--- config.mk ---
export PLATFORM = sky130hd
export DESIGN_NAME = mem_ctrl_seq_flat
export DESIGN_NICKNAME = d
export VERILOG_FILES = /design/src/rtl/cpu_ctrl_pkg.sv /design/src/rtl/mem_ctrl_seq_if.sv /design/src/rtl/ctrl_decode.sv /design/src/rtl/mem_ctrl_seq.sv /design/src/flat_wrapper.sv
export SDC_FILE = /design/constraint.sdc
export NUM_CORES = 1
export LEC_CHECK = 0
export BUFFER_PORTS_ARGS = -buffer_cell sky130_fd_sc_hd__buf_2
export CORE_MARGIN = 5
export CORE_UTILIZATION = 35
export CTS_BUF_LIST = sky130_fd_sc_hd__clkbuf_8
export CTS_CLUSTER_DIAMETER = 60
export DETAILED_ROUTE_END_ITERATION = 8
export PLACE_DENSITY = 0.78
export SLEW_MARGIN = 20
export SYNTH_ARGS = -nofsm -noshare
export SYNTH_HDL_FRONTEND = slang
export SYNTH_SLANG_ARGS = --single-unit
export TNS_END_PERCENT = 30
--- constraint.sdc ---
create_clock -name clock -period 1.4 [get_ports clock]
set_input_delay 0.21 -clock clock [delete_from_list [all_inputs] [get_ports clock]]
set_output_delay 0.21 -clock clock [all_outputs]
set_load 0.01 [all_outputs]
--- src/rtl/cpu_ctrl_pkg.sv ---
// Shared definitions for the memory-reference control sequencer:
// instruction opcodes, ALU opcode, state encoding and the control word.
package cpu_ctrl_pkg;

  localparam logic [4:0] OP_LD   = 5'b00000;
  localparam logic [4:0] OP_LDI  = 5'b00001;
  localparam logic [4:0] OP_ST   = 5'b00010;
  localparam logic [4:0] OP_HALT = 5'b11011;

  localparam logic [4:0] ALU_ADD = 5'b00011;

  localparam int IR_OP_HI = 31;
  localparam int IR_OP_LO = 27;

  typedef enum logic [4:0] {
    S_IDLE = 5'd0,
    S_F0   = 5'd1,
    S_F1   = 5'd2,
    S_F2   = 5'd3,
    S_LD3  = 5'd4,
    S_LD4  = 5'd5,
    S_LD5  = 5'd6,
    S_LD6  = 5'd7,
    S_LD7  = 5'd8,
    S_LDI3 = 5'd9,
    S_LDI4 = 5'd10,
    S_LDI5 = 5'd11,
    S_ST3  = 5'd12,
    S_ST4  = 5'd13,
    S_ST5  = 5'd14,
    S_ST6  = 5'd15,
    S_ST7  = 5'd16,
    S_HALT = 5'd17
  } state_e;

  typedef struct packed {
    logic       pc_out;
    logic       zlow_out;
    logic       mdr_out;
    logic       c_out;
    logic       ba_out;
    logic       r_out;
    logic       mar_in;
    logic       pc_in;
    logic       mdr_in;
    logic       ir_in;
    logic       y_in;
    logic       zlow_in;
    logic       r_in;
    logic       inc_pc;
    logic       rd;
    logic       wr;
    logic       gra;
    logic       grb;
    logic [4:0] opcode;
    logic [3:0] t_step;
    logic       run;
  } ctrl_word_t;

endpackage

--- src/rtl/mem_ctrl_seq_if.sv ---
// Sequencer <-> DataPath bundle: instruction/handshake inputs and the
// per-step control strobes. master = sequencer, slave = DataPath side.
interface mem_ctrl_seq_if;
  logic [31:0] IR;
  logic        mem_rdy;
  logic        stop;
  logic        PCout, Zlowout, MDRout, Cout, BAout, Rout;
  logic        MARin, PCin, MDRin, IRin, Yin, ZLowIn, Rin;
  logic        IncPC, Read, Write, Gra, Grb;
  logic [4:0]  opcode;
  logic        run;
  logic        illegal_op;
  logic [3:0]  t_step;

  modport master (
    input  IR, mem_rdy, stop,
    output PCout, Zlowout, MDRout, Cout, BAout, Rout,
           MARin, PCin, MDRin, IRin, Yin, ZLowIn, Rin,
           IncPC, Read, Write, Gra, Grb, opcode, run, illegal_op, t_step
  );

  modport slave (
    output IR, mem_rdy, stop,
    input  PCout, Zlowout, MDRout, Cout, BAout, Rout,
           MARin, PCin, MDRin, IRin, Yin, ZLowIn, Rin,
           IncPC, Read, Write, Gra, Grb, opcode, run, illegal_op, t_step
  );
endinterface

--- src/rtl/ctrl_decode.sv ---
// Moore output decode: maps the sequencer state to its control word.
module ctrl_decode
  import cpu_ctrl_pkg::*;
(
  input  state_e     state_i,
  output ctrl_word_t cw_o
);

  // Every strobe defaults low; each state raises only its own set.
  always_comb begin
    cw_o     = '0;
    cw_o.run = (state_i != S_IDLE) && (state_i != S_HALT);
    case (state_i)
      S_F0: begin
        cw_o.pc_out = 1'b1; cw_o.mar_in = 1'b1; cw_o.inc_pc = 1'b1; cw_o.zlow_in = 1'b1;
        cw_o.t_step = 4'd0;
      end
      S_F1: begin
        cw_o.zlow_out = 1'b1; cw_o.pc_in = 1'b1; cw_o.rd = 1'b1; cw_o.mdr_in = 1'b1;
        cw_o.t_step = 4'd1;
      end
      S_F2: begin
        cw_o.mdr_out = 1'b1; cw_o.ir_in = 1'b1;
        cw_o.t_step = 4'd2;
      end
      S_LD3, S_LDI3, S_ST3: begin
        cw_o.grb = 1'b1; cw_o.ba_out = 1'b1; cw_o.y_in = 1'b1;
        cw_o.t_step = 4'd3;
      end
      S_LD4, S_LDI4, S_ST4: begin
        cw_o.c_out = 1'b1; cw_o.opcode = ALU_ADD; cw_o.zlow_in = 1'b1;
        cw_o.t_step = 4'd4;
      end
      S_LD5, S_ST5: begin
        cw_o.zlow_out = 1'b1; cw_o.mar_in = 1'b1;
        cw_o.t_step = 4'd5;
      end
      S_LDI5: begin
        cw_o.zlow_out = 1'b1; cw_o.gra = 1'b1; cw_o.r_in = 1'b1;
        cw_o.t_step = 4'd5;
      end
      S_LD6: begin
        cw_o.rd = 1'b1; cw_o.mdr_in = 1'b1;
        cw_o.t_step = 4'd6;
      end
      S_ST6: begin
        cw_o.gra = 1'b1; cw_o.r_out = 1'b1; cw_o.mdr_in = 1'b1;
        cw_o.t_step = 4'd6;
      end
      S_LD7: begin
        cw_o.mdr_out = 1'b1; cw_o.gra = 1'b1; cw_o.r_in = 1'b1;
        cw_o.t_step = 4'd7;
      end
      S_ST7: begin
        cw_o.wr = 1'b1;
        cw_o.t_step = 4'd7;
      end
      default: ;
    endcase
  end

endmodule

--- src/rtl/mem_ctrl_seq.sv ---
// Hardwired fetch / ld / ldi / st control sequencer (Moore FSM).
// Optional build macro: MEM_WAIT_EN -- F1, LD6 and ST7 stall until mem_rdy.
//
// state | meaning
// IDLE  | out of reset, no sequencing
// F0-F2 | instruction fetch, branch on opcode after F2
// LDx   | ld address calc, memory read, register write
// LDIx  | ldi address calc, register write
// STx   | st address calc, data stage, memory write
// HALT  | stopped; sticky when entered via the halt opcode
module mem_ctrl_seq
  import cpu_ctrl_pkg::*;
(
  input  logic           clock,
  input  logic           clear,
  mem_ctrl_seq_if.master bus
);

  state_e     state_q, state_d;
  logic       halted_q, halted_d;
  logic       illegal_q, illegal_d;
  logic       mem_go;
  logic [4:0] ir_op;
  logic       unused_in_bits;
  ctrl_word_t cw;

  assign ir_op = bus.IR[IR_OP_HI:IR_OP_LO];

`ifdef MEM_WAIT_EN
  assign mem_go         = bus.mem_rdy;
  assign unused_in_bits = ^bus.IR[IR_OP_LO-1:0];
`else
  assign mem_go         = 1'b1;
  assign unused_in_bits = ^{bus.IR[IR_OP_LO-1:0], bus.mem_rdy};
`endif

  // State register, sticky halt-by-opcode flag and the one-cycle illegal pulse.
  always_ff @(posedge clock or negedge clear) begin
    if (!clear) begin
      state_q   <= S_IDLE;
      halted_q  <= 1'b0;
      illegal_q <= 1'b0;
    end else begin
      state_q   <= state_d;
      halted_q  <= halted_d;
      illegal_q <= illegal_d;
    end
  end

  // Next-state: linear step chains, opcode branch after F2, stop at boundaries.
  always_comb begin
    state_d   = state_q;
    halted_d  = halted_q;
    illegal_d = 1'b0;
    case (state_q)
      S_IDLE: state_d = S_F0;
      S_F0:   state_d = S_F1;
      S_F1:   if (mem_go) state_d = S_F2;
      S_F2: begin
        case (ir_op)
          OP_LD:   state_d = S_LD3;
          OP_LDI:  state_d = S_LDI3;
          OP_ST:   state_d = S_ST3;
          OP_HALT: begin
            state_d  = S_HALT;
            halted_d = 1'b1;
          end
          default: begin
            state_d   = S_F0;
            illegal_d = 1'b1;
          end
        endcase
      end
      S_LD3:  state_d = S_LD4;
      S_LD4:  state_d = S_LD5;
      S_LD5:  state_d = S_LD6;
      S_LD6:  if (mem_go) state_d = S_LD7;
      S_LD7:  state_d = bus.stop ? S_HALT : S_F0;
      S_LDI3: state_d = S_LDI4;
      S_LDI4: state_d = S_LDI5;
      S_LDI5: state_d = bus.stop ? S_HALT : S_F0;
      S_ST3:  state_d = S_ST4;
      S_ST4:  state_d = S_ST5;
      S_ST5:  state_d = S_ST6;
      S_ST6:  state_d = S_ST7;
      S_ST7:  if (mem_go) state_d = bus.stop ? S_HALT : S_F0;
      S_HALT: if (!halted_q && !bus.stop) state_d = S_F0;
      default: state_d = S_IDLE;
    endcase
  end

  ctrl_decode u_decode (
    .state_i (state_q),
    .cw_o    (cw)
  );

  assign bus.PCout      = cw.pc_out;
  assign bus.Zlowout    = cw.zlow_out;
  assign bus.MDRout     = cw.mdr_out;
  assign bus.Cout       = cw.c_out;
  assign bus.BAout      = cw.ba_out;
  assign bus.Rout       = cw.r_out;
  assign bus.MARin      = cw.mar_in;
  assign bus.PCin       = cw.pc_in;
  assign bus.MDRin      = cw.mdr_in;
  assign bus.IRin       = cw.ir_in;
  assign bus.Yin        = cw.y_in;
  assign bus.ZLowIn     = cw.zlow_in;
  assign bus.Rin        = cw.r_in;
  assign bus.IncPC      = cw.inc_pc;
  assign bus.Read       = cw.rd;
  assign bus.Write      = cw.wr;
  assign bus.Gra        = cw.gra;
  assign bus.Grb        = cw.grb;
  assign bus.opcode     = cw.opcode;
  assign bus.t_step     = cw.t_step;
  assign bus.run        = cw.run;
  assign bus.illegal_op = illegal_q;

endmodule

--- src/flat_wrapper.sv ---
// flat-port wrapper written by rule: the top's interface ports become plain ports
module mem_ctrl_seq_flat import cpu_ctrl_pkg::*;
  (clock, clear, bus_IR, bus_mem_rdy, bus_stop, bus_PCout, bus_Zlowout, bus_MDRout, bus_Cout, bus_BAout, bus_Rout, bus_MARin, bus_PCin, bus_MDRin, bus_IRin, bus_Yin, bus_ZLowIn, bus_Rin, bus_IncPC, bus_Read, bus_Write, bus_Gra, bus_Grb, bus_opcode, bus_run, bus_illegal_op, bus_t_step);
  mem_ctrl_seq_if bus_i ();
  input  logic clock;
  input  logic clear;
  input wire logic [$bits(bus_i.IR)-1:0] bus_IR;
  input wire logic [$bits(bus_i.mem_rdy)-1:0] bus_mem_rdy;
  input wire logic [$bits(bus_i.stop)-1:0] bus_stop;
  output wire logic [$bits(bus_i.PCout)-1:0] bus_PCout;
  output wire logic [$bits(bus_i.Zlowout)-1:0] bus_Zlowout;
  output wire logic [$bits(bus_i.MDRout)-1:0] bus_MDRout;
  output wire logic [$bits(bus_i.Cout)-1:0] bus_Cout;
  output wire logic [$bits(bus_i.BAout)-1:0] bus_BAout;
  output wire logic [$bits(bus_i.Rout)-1:0] bus_Rout;
  output wire logic [$bits(bus_i.MARin)-1:0] bus_MARin;
  output wire logic [$bits(bus_i.PCin)-1:0] bus_PCin;
  output wire logic [$bits(bus_i.MDRin)-1:0] bus_MDRin;
  output wire logic [$bits(bus_i.IRin)-1:0] bus_IRin;
  output wire logic [$bits(bus_i.Yin)-1:0] bus_Yin;
  output wire logic [$bits(bus_i.ZLowIn)-1:0] bus_ZLowIn;
  output wire logic [$bits(bus_i.Rin)-1:0] bus_Rin;
  output wire logic [$bits(bus_i.IncPC)-1:0] bus_IncPC;
  output wire logic [$bits(bus_i.Read)-1:0] bus_Read;
  output wire logic [$bits(bus_i.Write)-1:0] bus_Write;
  output wire logic [$bits(bus_i.Gra)-1:0] bus_Gra;
  output wire logic [$bits(bus_i.Grb)-1:0] bus_Grb;
  output wire logic [$bits(bus_i.opcode)-1:0] bus_opcode;
  output wire logic [$bits(bus_i.run)-1:0] bus_run;
  output wire logic [$bits(bus_i.illegal_op)-1:0] bus_illegal_op;
  output wire logic [$bits(bus_i.t_step)-1:0] bus_t_step;
  assign bus_i.IR = bus_IR;
  assign bus_i.mem_rdy = bus_mem_rdy;
  assign bus_i.stop = bus_stop;
  assign bus_PCout = bus_i.PCout;
  assign bus_Zlowout = bus_i.Zlowout;
  assign bus_MDRout = bus_i.MDRout;
  assign bus_Cout = bus_i.Cout;
  assign bus_BAout = bus_i.BAout;
  assign bus_Rout = bus_i.Rout;
  assign bus_MARin = bus_i.MARin;
  assign bus_PCin = bus_i.PCin;
  assign bus_MDRin = bus_i.MDRin;
  assign bus_IRin = bus_i.IRin;
  assign bus_Yin = bus_i.Yin;
  assign bus_ZLowIn = bus_i.ZLowIn;
  assign bus_Rin = bus_i.Rin;
  assign bus_IncPC = bus_i.IncPC;
  assign bus_Read = bus_i.Read;
  assign bus_Write = bus_i.Write;
  assign bus_Gra = bus_i.Gra;
  assign bus_Grb = bus_i.Grb;
  assign bus_opcode = bus_i.opcode;
  assign bus_run = bus_i.run;
  assign bus_illegal_op = bus_i.illegal_op;
  assign bus_t_step = bus_i.t_step;
  mem_ctrl_seq u_core (.clock(clock), .clear(clear), .bus(bus_i));
endmodule
# Yosys cells after proc, flatten, opt, wreduce, memory -nomap -nowiden
# Index checks and enable logic that the tools add are counted.
dict set report classes {
  addsub 0
  multipliers 0
  div_mod_pow 0
  n_lt_le_gt_ge 0
  n_eq_ne 22
  shifts 0
  mux 23
  n_bitwise 0
  n_reduce_logical 23
}
# operator n
set ops {}
lappend ops {{$pmux 5 s16} 1}
lappend ops {{$eq 5x4->1 const B} 8}
lappend ops {{$pmux 3 s7} 1}
lappend ops {{$reduce_or 3->1} 7}
lappend ops {{$eq 5x3->1 const B} 4}
lappend ops {{$pmux 5 s4} 1}
lappend ops {{$mux 1} 17}
lappend ops {{$eq 5x2->1 const B} 3}
lappend ops {{$eq 5x5->1 const B} 3}
lappend ops {{$reduce_or 4->1} 3}
lappend ops {{$eq 5x1->1 const B} 2}
lappend ops {{$logic_not 5->1} 2}
lappend ops {{$mux 5} 2}
lappend ops {{$reduce_or 2->1} 5}
lappend ops {{$ne 5x5->1 const B} 1}
lappend ops {{$reduce_bool 5->1} 1}
lappend ops {{$logic_and 1x1->1} 2}
lappend ops {{$logic_not 1->1} 2}
lappend ops {{$mux 2} 1}
lappend ops {{$ne 2x1->1 const B} 1}
lappend ops {{$reduce_and 2->1} 1}
dict set report word_totals {
  ff_bits 7
  latch_bits 0
  ramBits 0
  romBits 0
  input_bits 36
  output_inout_bits 29
  word_cells 71
  memories 0
}

# Longest topological paths before layout
# Gate-level depths: netlist of run 1.
dict set report logic_depth {
  ltp_word 4
  depth_mapped 6
  ltp_nobuf 4
}

# Hierarchy
# A second synthesis of run 1 with hierarchy kept.
dict set report hier_totals {
  hier_cells 115
  area_unflattened_um2 822.0
}
# module instances cells_each area_per_inst_um2 seq_area_each_um2
set modules_own_cells {}
lappend modules_own_cells {ctrl_decode 1 70 415.4 0.0}
lappend modules_own_cells {mem_ctrl_seq 1 45 406.6 175.2}

# Worst setup path after synthesis of run 1
# Ideal clock, no wire load.
dict set report synth_timing {
  kind {register to output}
  startpoint {register u_core.state_q[2]}
  endpoint {output bus_Grb}
  arrival_time_ns 1.578
  setup_slack_ns -0.388
  stages_incl_launch_ff 6
  n_path_buf 3
  cell_sequence {dfrtp_1 -> clkbuf_1 -> clkbuf_1 -> mux2i_1 -> nor3_1 -> buf_4}
}
dict set report synth_between {
  elab_chain_cells 3
  elab_cells_between_ends 5
}
# item line_no
set synth_lines {}
lappend synth_lines {{from (decl)} mem_ctrl_seq.sv:19} ;# state_e state_q, state_d;
lappend synth_lines {{from (signal assigned)} mem_ctrl_seq.sv:44} ;# state_q <= state_d;
lappend synth_lines {{$eq 5x3->1 / $eq 5x4->1 (equally long branches)} --}
lappend synth_lines {{$reduce_or 3->1 (*)} --}
lappend synth_lines {{$mux 1 (*)} --}
lappend synth_lines {{to (decl)} flat_wrapper.sv:27} ;# output wire logic [$bits(bus_i.Grb)-1:0] bus_Grb;
# Every way passes the cells marked *; elsewhere a longest branch is shown, timed or not.

# Worst setup path after layout of run 1
dict set report layout_timing {
  startpoint {register u_core.state_q[3]}
  endpoint {output bus_IRin}
}
dict set report layout_between {
  elab_chain_cells 2
}
# item line_no
set layout_lines {}
lappend layout_lines {{$eq 5x2->1} ctrl_decode.sv:13} ;# case (state_i)
lappend layout_lines {{$mux 1} ctrl_decode.sv:13}
lappend layout_lines {{to (decl)} flat_wrapper.sv:19} ;# output wire logic [$bits(bus_i.IRin)-1:0] bus_IRin;
# Every way passes these cells.

==> report_table.html, run 1 <==
<table>
<tr><th>Metric</th><th>Value</th></tr>
<tr><th colspan="2">Pwr</th></tr>
<tr><td>Lkg Pwr</td><td>0.000687 uW</td></tr>
<tr><td>Worst ir drop on vdd</td><td>1.46 mV</td></tr>
<tr><td>Total power density per cell area</td><td>2270 nW/um2</td></tr>
<tr><th colspan="2">Timing</th></tr>
<tr><td>Hold slack final</td><td>0.264 ns</td></tr>
<tr><td>Worst-case clock skew</td><td>0.000596 ns</td></tr>
<tr><td>RSZ-0062 raised after global routing</td><td>true</td></tr>
<tr><td>Final cycle utilization of the critical path</td><td>1.21</td></tr>
<tr><td>Setup slack after layout</td><td>-0.293 ns</td></tr>
<tr><td>Count of endpoints failing hold in the final timing report</td><td>0</td></tr>
<tr><td>Final critical delay including setup and external delays</td><td>1.69 ns</td></tr>
<tr><td>Final Setup Violations</td><td>27</td></tr>
<tr><td>Max Fclk</td><td>591 MHz</td></tr>
<tr><td>Max-slew violation count</td><td>0</td></tr>
<tr><th colspan="2">Clocking</th></tr>
<tr><td>Number of H-tree levels</td><td>1</td></tr>
<tr><td>Clock latency on the worst-skew pair</td><td>0.22 ns</td></tr>
<tr><td>Clock slew seen by the registers of the worst setup and hold paths</td><td>0.04 ns</td></tr>
<tr><td>Maximum buffer depth of the clock tree</td><td>2</td></tr>
<tr><td>Num Clock Sinks</td><td>7</td></tr>
<tr><td>CTS buffer count</td><td>3</td></tr>
<tr><td>TritonCTS clock tree</td><td>done</td></tr>
<tr><td>Master cell of the clock root buffer</td><td>sky130_fd_sc_hd__clkbuf_8</td></tr>
<tr><th colspan="2">Drt</th></tr>
<tr><td>Total iterations of the first detailed-routing run</td><td>4</td></tr>
<tr><td>Post-route DRC</td><td>0</td></tr>
<tr><td>DR WL met2</td><td>1360 um</td></tr>
<tr><td>WL final</td><td>2640 um</td></tr>
<tr><td>Wirelength per Cell</td><td>14.2 um</td></tr>
<tr><td>Met1 routed wirelength after detailed routing</td><td>1030 um</td></tr>
<tr><td>Top metal layer carrying routed signals</td><td>met4</td></tr>
<tr><td>Count of vias placed by the detailed router</td><td>971</td></tr>
<tr><td>Met3 WL post-DR</td><td>205 um</td></tr>
<tr><td>Vias per cell</td><td>5.22</td></tr>
<tr><td>ANT nets after route</td><td>0</td></tr>
<tr><td>Iter 0 DRT Violations</td><td>22</td></tr>
<tr><th colspan="2">Global routing</th></tr>
<tr><td>Wire length of the first global-routing pass</td><td>4250 um</td></tr>
<tr><td>Global routing usage summed across all routing layers</td><td>0.164</td></tr>
<tr><td>Total congestion overflow after global routing</td><td>0</td></tr>
<tr><td>Number of global-route vias before repair</td><td>948</td></tr>
<tr><td>Pin count of the biggest net entering global routing</td><td>21</td></tr>
<tr><td>Initial antenna violation count</td><td>0</td></tr>
<tr><th colspan="2">Worst setup path</th></tr>
<tr><td>Worst Reg2Reg Path Length in Cells</td><td>4</td></tr>
<tr><td>Capture instance of the worst register-to-register path</td><td>u_core.state_q[4]</td></tr>
<tr><td>Kind of launch point of the worst setup path</td><td>flip-flop</td></tr>
<tr><td>Kind of critical path</td><td>reg -&gt; out</td></tr>
<tr><td>CP max FO</td><td>2</td></tr>
<tr><td>Slowest Stage Delay on Critical Path</td><td>0.39 ns</td></tr>
<tr><td>Data arrival time of the critical path</td><td>1.48 ns</td></tr>
<tr><td>Cell repeated most along the worst path</td><td>sky130_fd_sc_hd__buf_6</td></tr>
<tr><td>Crit-path slowest cell</td><td>sky130_fd_sc_hd__dfrtp_1</td></tr>
<tr><td>R2R Setup Slk</td><td>-0.16 ns</td></tr>
<tr><td>Critical-path cell list</td><td>or3_4 &gt; or2_4 &gt; buf_6 &gt; inv_2 &gt; buf_6</td></tr>
<tr><td>Sort of element at the end of the critical path</td><td>primary output</td></tr>
<tr><td>Setup crit end</td><td>bus_IRin</td></tr>
<tr><td>Worst path required time</td><td>1.19 ns</td></tr>
<tr><td>Worst setup path startpoint</td><td>u_core.state_q[3]</td></tr>
<tr><td>Reg-to-reg critical path startpoint</td><td>u_core.state_q[3]</td></tr>
<tr><th colspan="2">Synth</th></tr>
<tr><td>Share of synthesized cell area in and, or, nand and nor gates</td><td>0.322</td></tr>
<tr><td>Leading register cell type out of synthesis</td><td>sky130_fd_sc_hd__dfrtp_1</td></tr>
<tr><td>Post-synth top area cell</td><td>sky130_fd_sc_hd__dfrtp_1</td></tr>
<tr><td>Count of different cell masters after synthesis</td><td>36</td></tr>
<tr><td>Post-synthesis adder-cell area fraction</td><td>0</td></tr>
<tr><td>Xor and xnor fraction of the mapped netlist area</td><td>0.0467</td></tr>
<tr><td>Number of instances in the synthesized netlist</td><td>102</td></tr>
<tr><td>Count of synthesis-stage warnings from yosys</td><td>0</td></tr>
<tr><td>Post-synthesis sequential area ratio</td><td>0.234</td></tr>
<tr><td>Post-Syn Area per Cell</td><td>7.35 um2</td></tr>
<tr><td>Number of storage elements in the synthesis netlist</td><td>7</td></tr>
<tr><td>Post-Synthesis Cell Area</td><td>749 um2</td></tr>
<tr><td>Share of flip-flops with an asynchronous set or reset after synthesis</td><td>1.00</td></tr>
<tr><td>Dominant combinational cell family by area after synthesis</td><td>simple AND/OR/NAND/NOR gates</td></tr>
<tr><td>Number of enable-type register cells in the synthesized netlist</td><td>0</td></tr>
<tr><td>Synth Area in Compound Gates</td><td>0.232</td></tr>
<tr><td>Mux contribution to synthesized area</td><td>0.0134</td></tr>
<tr><td>Top cells by area in the synthesized netlist</td><td>sky130_fd_sc_hd__dfrtp_1 23%, sky130_fd_sc_hd__buf_4 9.0%, sky130_fd_sc_hd__a21oi_1 6.0%, sky130_fd_sc_hd__nor2_1 5.5%, sky130_fd_sc_hd__xnor2_1 3.5%</td></tr>
<tr><td>Yosys top cell area share</td><td>0.234</td></tr>
<tr><th colspan="2">Layout</th></tr>
<tr><td>Finished Cell Area</td><td>1360 um2</td></tr>
<tr><td>Post-synthesis to final-layout area growth</td><td>81.0%</td></tr>
<tr><td>Number of nets at the end of the flow</td><td>196</td></tr>
<tr><td>Share of the core filled with cells in the final layout</td><td>0.678</td></tr>
<tr><td>Number of filler cells placed in the layout</td><td>162</td></tr>
<tr><td>Number of antenna repair diodes</td><td>0</td></tr>
<tr><td>Final cell count without fillers</td><td>186</td></tr>
<tr><td>Fraction of final layout cells sized beyond drive strength 1</td><td>0.610</td></tr>
<tr><th colspan="2">Place</th></tr>
<tr><td>Global placer's final weighted congestion</td><td>0.827</td></tr>
<tr><td>Half-perimeter wire length of the detailed placement result</td><td>1620 um</td></tr>
<tr><td>Total instance count after detailed placement</td><td>166</td></tr>
<tr><td>Number of input and output port buffers inserted</td><td>32</td></tr>
<tr><td>Post-place instance area</td><td>1010 um2</td></tr>
<tr><td>Setup slack at placement</td><td>-0.139 ns</td></tr>
<tr><th colspan="2">Worst hold path</th></tr>
<tr><td>Path class of the lowest-slack min-delay path</td><td>in -&gt; reg</td></tr>
<tr><td>Critical hold path startpoint</td><td>bus_IR[29]</td></tr>
<tr><th colspan="2">Floorplan</th></tr>
<tr><td>CORE AREA</td><td>2000 um2</td></tr>
<tr><td>Starting density of the core</td><td>0.374</td></tr>
<tr><td>DIE HEIGHT</td><td>56.3 um</td></tr>
<tr><td>Die ar.</td><td>3170 um2</td></tr>
<tr><td>Standard-cell row count</td><td>16</td></tr>
<tr><td>Die outline width</td><td>56.3 um</td></tr>
<tr><td># IOs</td><td>65</td></tr>
<tr><th colspan="2">Run status</th></tr>
<tr><td>Violations in the final reports</td><td>negative setup slack</td></tr>
<tr><td>Run status</td><td>finished with violations</td></tr>
<tr><th colspan="2">Job</th></tr>
<tr><td>Max capacitance violation total</td><td>0</td></tr>
</table>
[routing by layer]
layer | vias to the layer above | GRT usage
met1 | 458 | 0.188
met3 | 4 | 0.0436
li1 | 462 | -
met5 | - | 0
met4 | 0 | 0.0475
met2 | 47 | 0.295
[cell families (layout without fill, tap and decap cells)]
| kind of cell | after synthesis | after routing |
|---|---|---|
| and+or+nand+nor | 43 | 43 |
| AOI/OAI and AO/OA | 26 | 26 |
| buffers and inverters | 20 | 74 |
| DFF | 7 | 7 |
| xor gates and xnor gates | 4 | 4 |
| other | 1 | 4 |
| muxes | 1 | 1 |
[synthesized netlist by cell type, drive strengths merged, types with 3 or more instances]
library cell and instances:
buf 11, nor2 11, a21oi 9, dfrtp 7, clkbuf 5, nand2 5
o21ai 5, inv 4, nand2b 4, nor2b 4, nor3 4, xnor2 3
[how the worst min path moves through the flow]
stage / end / slack, ns / cells past startpoint
after floorplan: u_core.bus.illegal_op / -0.09 / 0
after global placement: u_core.bus.illegal_op / 0.04 / 1
after detailed placement: u_core.bus.illegal_op / 0.05 / 1
after CTS: u_core.bus.illegal_op / 0.27 / 3
after global routing: u_core.bus.illegal_op / 0.30 / 3
final: u_core.bus.illegal_op / 0.26 / 3
[flip-flops by register name, indices dropped and copies added, names as in the netlist]
name	flops
u_core.state_q	5
u_core.bus.illegal_op	1
u_core.halted_q	1
[cells in the final DEF, fill, tap and decap left out, types with 4 or more instances in the layout]
cell / Yosys / routed
sky130_fd_sc_hd__buf_2: 1 / 30
sky130_fd_sc_hd__nor2_2: 0 / 4
sky130_fd_sc_hd__conb_1: 1 / 4
sky130_fd_sc_hd__buf_6: 0 / 13
sky130_fd_sc_hd__nor2_1: 11 / 6
sky130_fd_sc_hd__buf_4: 9 / 19
sky130_fd_sc_hd__a21oi_1: 9 / 7
sky130_fd_sc_hd__dfrtp_1: 7 / 6
[stage by stage]
| stage | total power (uW) | setup TNS [ns] |
|---|---|---|
| floorplan | 1390 | -0.335 |
| global placement | 1970 | -0.680 |
| detailed placement | 2020 | -1.21 |
| CTS | 2750 | -5.07 |
| global route | 3300 | -7.30 |
| finish | 3080 | -5.03 |
[power by group]
| group | leakage (uW) | internal, uW | switching [uW] | total [uW] |
|---|---|---|---|---|
| registers | 0.0000891 | 278 | 86.9 | 365 |
| logic | 0.000571 | 1310 | 1130 | 2440 |
| clock network | 0.0000269 | 189 | 83.6 | 273 |
[final cells by class]
| type | instances | area (um2) | area share |
|---|---|---|---|
| clock buffer | 3 | 41.3 | 0.0304 |
| clock inverter | 1 | 3.75 | 0.00277 |
| inverter | 4 | 17.5 | 0.0129 |
| multi-input combinational | 78 | 574 | 0.423 |
| sequential | 7 | 176 | 0.130 |
| tap | 27 | 33.8 | 0.0249 |
| timing repair buffer | 66 | 509 | 0.375 |
[repair_timing]
action                                 4_1_cts  5_1_grt
endpoints found under the hold margin        7        0
setup endpoints to repair                   27       28
pin swaps                                   12        5
gates cloned                                 1        1
hold buffers                                 1        0
resized for setup                           34       14
buffers inserted                            10        4
[critical path: cells and delay by family (launching register included)]
family        cells  cell delay, ns
simple gates      2            0.63
flops             1            0.39
buf+inv           3            0.25
No activity file was read; power rests on OpenSTA's default activity.
==> run 2, diff against run 1 <==
Settings changed: CORE_UTILIZATION 35 to 42, CTS_BUF_LIST sky130_fd_sc_hd__clkbuf_8 to sky130_fd_sc_hd__clkbuf_4, PLACE_DENSITY 0.78 to 0.88.
Clock period 1.4 ns to 2.15 ns, I/O delays scaled along.
==> run 2 against run 1 <==
  * First-iteration DRC count down 27%
  * Flip-flop and latch count stayed put
  * Sequential power is 28% lower
  * Die area down 14%
  * The run now ends clean
  * Cell area decreased by 31%
  * Register-to-register slack better by 0.55 ns
  * Routed wire length decreased by 28%
  * Clock skew increased by 0.0026 ns
  * Non-clock buffer count is 29 lower
  * Core utilization fell by 13 points
  * Critical path depth stayed put
  * Total power decreased by 59%
==> report_table.html, run 2 (synthesis gave the netlist of run 1 again) <==
<table>
<tr><th>Metric</th><th>Value</th></tr>
<tr><th colspan="2">Run status</th></tr>
<tr><td>Run status</td><td>complete, no violations</td></tr>
<tr><th colspan="2">Worst setup path</th></tr>
<tr><td>Kind of launch point of the worst setup path</td><td>flip-flop</td></tr>
<tr><td>R2R Setup Slk</td><td>0.39 ns (+0.55 ns)</td></tr>
<tr><td>Capture instance of the worst register-to-register path</td><td>u_core.state_q[4]</td></tr>
<tr><td>Worst Reg2Reg Path Length in Cells</td><td>4 (unchanged)</td></tr>
<tr><td>Reg-to-reg critical path startpoint</td><td>u_core.state_q[2]</td></tr>
<tr><td>CP max FO</td><td>11 (+9)</td></tr>
<tr><td>Kind of critical path</td><td>reg -&gt; out</td></tr>
<tr><td>Worst path required time</td><td>1.83 ns (+0.64 ns)</td></tr>
<tr><td>Worst setup path startpoint</td><td>u_core.state_q[3]</td></tr>
<tr><td>Sort of element at the end of the critical path</td><td>primary output</td></tr>
<tr><td>Data arrival time of the critical path</td><td>1.65 ns (+0.17 ns)</td></tr>
<tr><th colspan="2">Layout</th></tr>
<tr><td>Number of nets at the end of the flow</td><td>167 (-15%)</td></tr>
<tr><td>Share of the core filled with cells in the final layout</td><td>0.546 (-0.132)</td></tr>
<tr><td>Post-synthesis to final-layout area growth</td><td>24.4%</td></tr>
<tr><td>Number of filler cells placed in the layout</td><td>178 (+9.9%)</td></tr>
<tr><td>Number of flip-flops under the largest register name</td><td>5 (unchanged)</td></tr>
<tr><td>Commonest cells after routing, fill and taps aside</td><td>32 x sky130_fd_sc_hd__buf_2, 11 x sky130_fd_sc_hd__nor2_1, 9 x sky130_fd_sc_hd__a21oi_1, 7 x sky130_fd_sc_hd__dfrtp_1</td></tr>
<tr><td>Reg with most FFs</td><td>u_core.state_q</td></tr>
<tr><td>Commonest non-fill, non-tap cell in the layout</td><td>sky130_fd_sc_hd__buf_2</td></tr>
<tr><td>Number of antenna repair diodes</td><td>0 (unchanged)</td></tr>
<tr><td>Finished Cell Area</td><td>932 um2 (-31%)</td></tr>
<tr><td>Fraction of final layout cells sized beyond drive strength 1</td><td>0.362 (-0.249)</td></tr>
<tr><th colspan="2">Drt</th></tr>
<tr><td>Total iterations of the first detailed-routing run</td><td>6 (+2)</td></tr>
<tr><td>Post-route DRC</td><td>0 (unchanged)</td></tr>
<tr><td>ANT nets after route</td><td>0 (unchanged)</td></tr>
<tr><td>Wirelength per Cell</td><td>12.2 um (-14%)</td></tr>
<tr><td>Count of vias placed by the detailed router</td><td>798 (-18%)</td></tr>
<tr><td>WL final</td><td>1900 um (-28%)</td></tr>
<tr><td>Iter 0 DRT Violations</td><td>16 (-27%)</td></tr>
<tr><td>Vias per cell</td><td>5.15 (-1.4%)</td></tr>
<tr><th colspan="2">Clocking</th></tr>
<tr><td>TritonCTS clock tree</td><td>done</td></tr>
<tr><td>Buffers inserted during post-CTS setup optimization</td><td>0 (-10)</td></tr>
<tr><td>Number of H-tree levels</td><td>1 (unchanged)</td></tr>
<tr><td>Clock latency on the worst-skew pair</td><td>0.24 ns (+0.02 ns)</td></tr>
<tr><td>Clock slew seen by the registers of the worst setup and hold paths</td><td>0.05 ns (about the same)</td></tr>
<tr><td>CTS buffer count</td><td>3 (unchanged)</td></tr>
<tr><td>Maximum buffer depth of the clock tree</td><td>2 (unchanged)</td></tr>
<tr><td>Num Clock Sinks</td><td>7 (unchanged)</td></tr>
<tr><td>Master cell of the clock root buffer</td><td>sky130_fd_sc_hd__clkbuf_4</td></tr>
<tr><th colspan="2">Floorplan</th></tr>
<tr><td>CORE AREA</td><td>1710 um2 (-15%)</td></tr>
<tr><td># IOs</td><td>65 (unchanged)</td></tr>
<tr><td>Die outline width</td><td>52.2 um (-7.2%)</td></tr>
<tr><td>Die ar.</td><td>2730 um2 (-14%)</td></tr>
<tr><td>DIE HEIGHT</td><td>52.2 um (-7.2%)</td></tr>
<tr><td>Starting density of the core</td><td>0.439 (+0.0645)</td></tr>
<tr><td>Standard-cell row count</td><td>15 (-1)</td></tr>
<tr><th colspan="2">Timing</th></tr>
<tr><td>Final critical delay including setup and external delays</td><td>1.97 ns</td></tr>
<tr><td>Worst-case clock skew</td><td>0.00316 ns (+0.00257 ns)</td></tr>
<tr><td>Final sum of negative setup slack</td><td>0 ns (+5.03 ns)</td></tr>
<tr><td>Max Fclk</td><td>507 MHz</td></tr>
<tr><td>Final Setup Violations</td><td>0 (-100%)</td></tr>
<tr><td>RSZ-0062 raised after global routing</td><td>false</td></tr>
<tr><td>Count of endpoints failing hold in the final timing report</td><td>0 (unchanged)</td></tr>
<tr><td>Max-slew violation count</td><td>0 (unchanged)</td></tr>
<tr><td>Final cycle utilization of the critical path</td><td>0.917</td></tr>
<tr><th colspan="2">Pwr</th></tr>
<tr><td>Worst ir drop on vdd</td><td>0.546 mV (-63%)</td></tr>
<tr><td>Lkg Pwr</td><td>0.000484 uW (-29%)</td></tr>
<tr><td>Pwr Total</td><td>1270 uW (-59%)</td></tr>
<tr><td>Total power density per cell area</td><td>1360 nW/um2 (-40%)</td></tr>
<tr><th colspan="2">Global routing</th></tr>
<tr><td>Total congestion overflow after global routing</td><td>0 (unchanged)</td></tr>
<tr><td>Number of global-route vias before repair</td><td>710 (-25%)</td></tr>
<tr><td>Global routing usage summed across all routing layers</td><td>0.138 (-0.0255)</td></tr>
<tr><td>Initial antenna violation count</td><td>0 (unchanged)</td></tr>
<tr><td>Wire length of the first global-routing pass</td><td>2900 um (-32%)</td></tr>
<tr><td>Pin count of the biggest net entering global routing</td><td>21 (unchanged)</td></tr>
<tr><th colspan="2">Place</th></tr>
<tr><td>Half-perimeter wire length of the detailed placement result</td><td>1530 um (-5.4%)</td></tr>
<tr><td>Global placer's final weighted congestion</td><td>0.912 (+10%)</td></tr>
<tr><td>Post-place instance area</td><td>887 um2 (-12%)</td></tr>
<tr><td>Number of input and output port buffers inserted</td><td>32 (unchanged)</td></tr>
<tr><th colspan="2">Worst hold path</th></tr>
<tr><td>Terminating pin of the worst hold path</td><td>u_core.bus.illegal_op</td></tr>
<tr><td>Critical hold path startpoint</td><td>bus_IR[29]</td></tr>
<tr><td>Worst hold path depth</td><td>3 (unchanged)</td></tr>
<tr><td>Path class of the lowest-slack min-delay path</td><td>in -&gt; reg</td></tr>
<tr><th colspan="2">Job</th></tr>
<tr><td>Max capacitance violation total</td><td>0 (unchanged)</td></tr>
</table>
## run 2: cell count changes in the layout (fill, tap and decap cells not counted), moves of 3 or more
cell and delta:
sky130_fd_sc_hd__buf_4 -15, sky130_fd_sc_hd__buf_6 -13, sky130_fd_sc_hd__o21ai_1 -3, sky130_fd_sc_hd__clkbuf_8 -3
sky130_fd_sc_hd__clkbuf_4 +4, sky130_fd_sc_hd__nor2_2 -4, sky130_fd_sc_hd__nor2_1 +5, sky130_fd_sc_hd__o21ai_0 +5
## run 2: critical path, stage by stage, from the launching register on
cell	delay [ns]
sky130_fd_sc_hd__dfrtp_1	0.54
sky130_fd_sc_hd__inv_1	0.18
sky130_fd_sc_hd__nor2_1	0.17
sky130_fd_sc_hd__mux2i_1	0.09
sky130_fd_sc_hd__nor3_1	0.23
sky130_fd_sc_hd__buf_2	0.19
## run 2: report_power, final
group          switching, uW  total, uW  internal (uW)
registers               86.3        264            178
logic                    481        880            399
clock network           43.8        127           83.1
## run 2: per-layer routing
layer | GRT usage | wire length, um | up-vias
li1 | - | - | 405
met1 | 0.168 | 781 | 358
met2 | 0.245 | 941 | 35
met3 | 0.0228 | 176 | 0
met4 | 0.0468 | 0 | 0
met5 | 0 | 0 | -
## run 2: worst max-delay path by stage
stage                    end  slack [ns]
3_5_place_dp   bus_t_step[1]        0.38
2_1_floorplan        bus_Grb        0.25
3_3_place_gp   bus_t_step[1]        0.40
5_1_grt              bus_Grb        0.02
6_report           bus_BAout        0.18
4_1_cts        bus_t_step[1]        0.12
## run 2: area by class of cell
class,count,area [um2],share of cell area
clock buffers,4,30.0,0.0322
inverters,4,15.0,0.0161
multi-input cells,78,480,0.515
flip-flops and latches,7,175,0.188
well taps,25,31.3,0.0336
repair buffers,37,200,0.215
## run 2: timing repair
| item | in CTS | in global routing |
|---|---|---|
| setup endpoints to repair | 0 | 1 |
| hold buffers | 1 | 0 |
| endpoints found under the hold margin | 7 | 0 |
| gates resized for setup | 0 | 2 |
## run 2: per-stage QoR
step | instances | hold WS [ns] | setup WS (ns)
finish | 155 | 0.351 | 0.179
global route | 155 | 0.393 | 0.0159
CTS | 155 | 0.345 | 0.115
detailed placement | 150 | 0.163 | 0.382
global placement | 150 | 0.156 | 0.403
floorplan | 105 | 0.0269 | 0.250
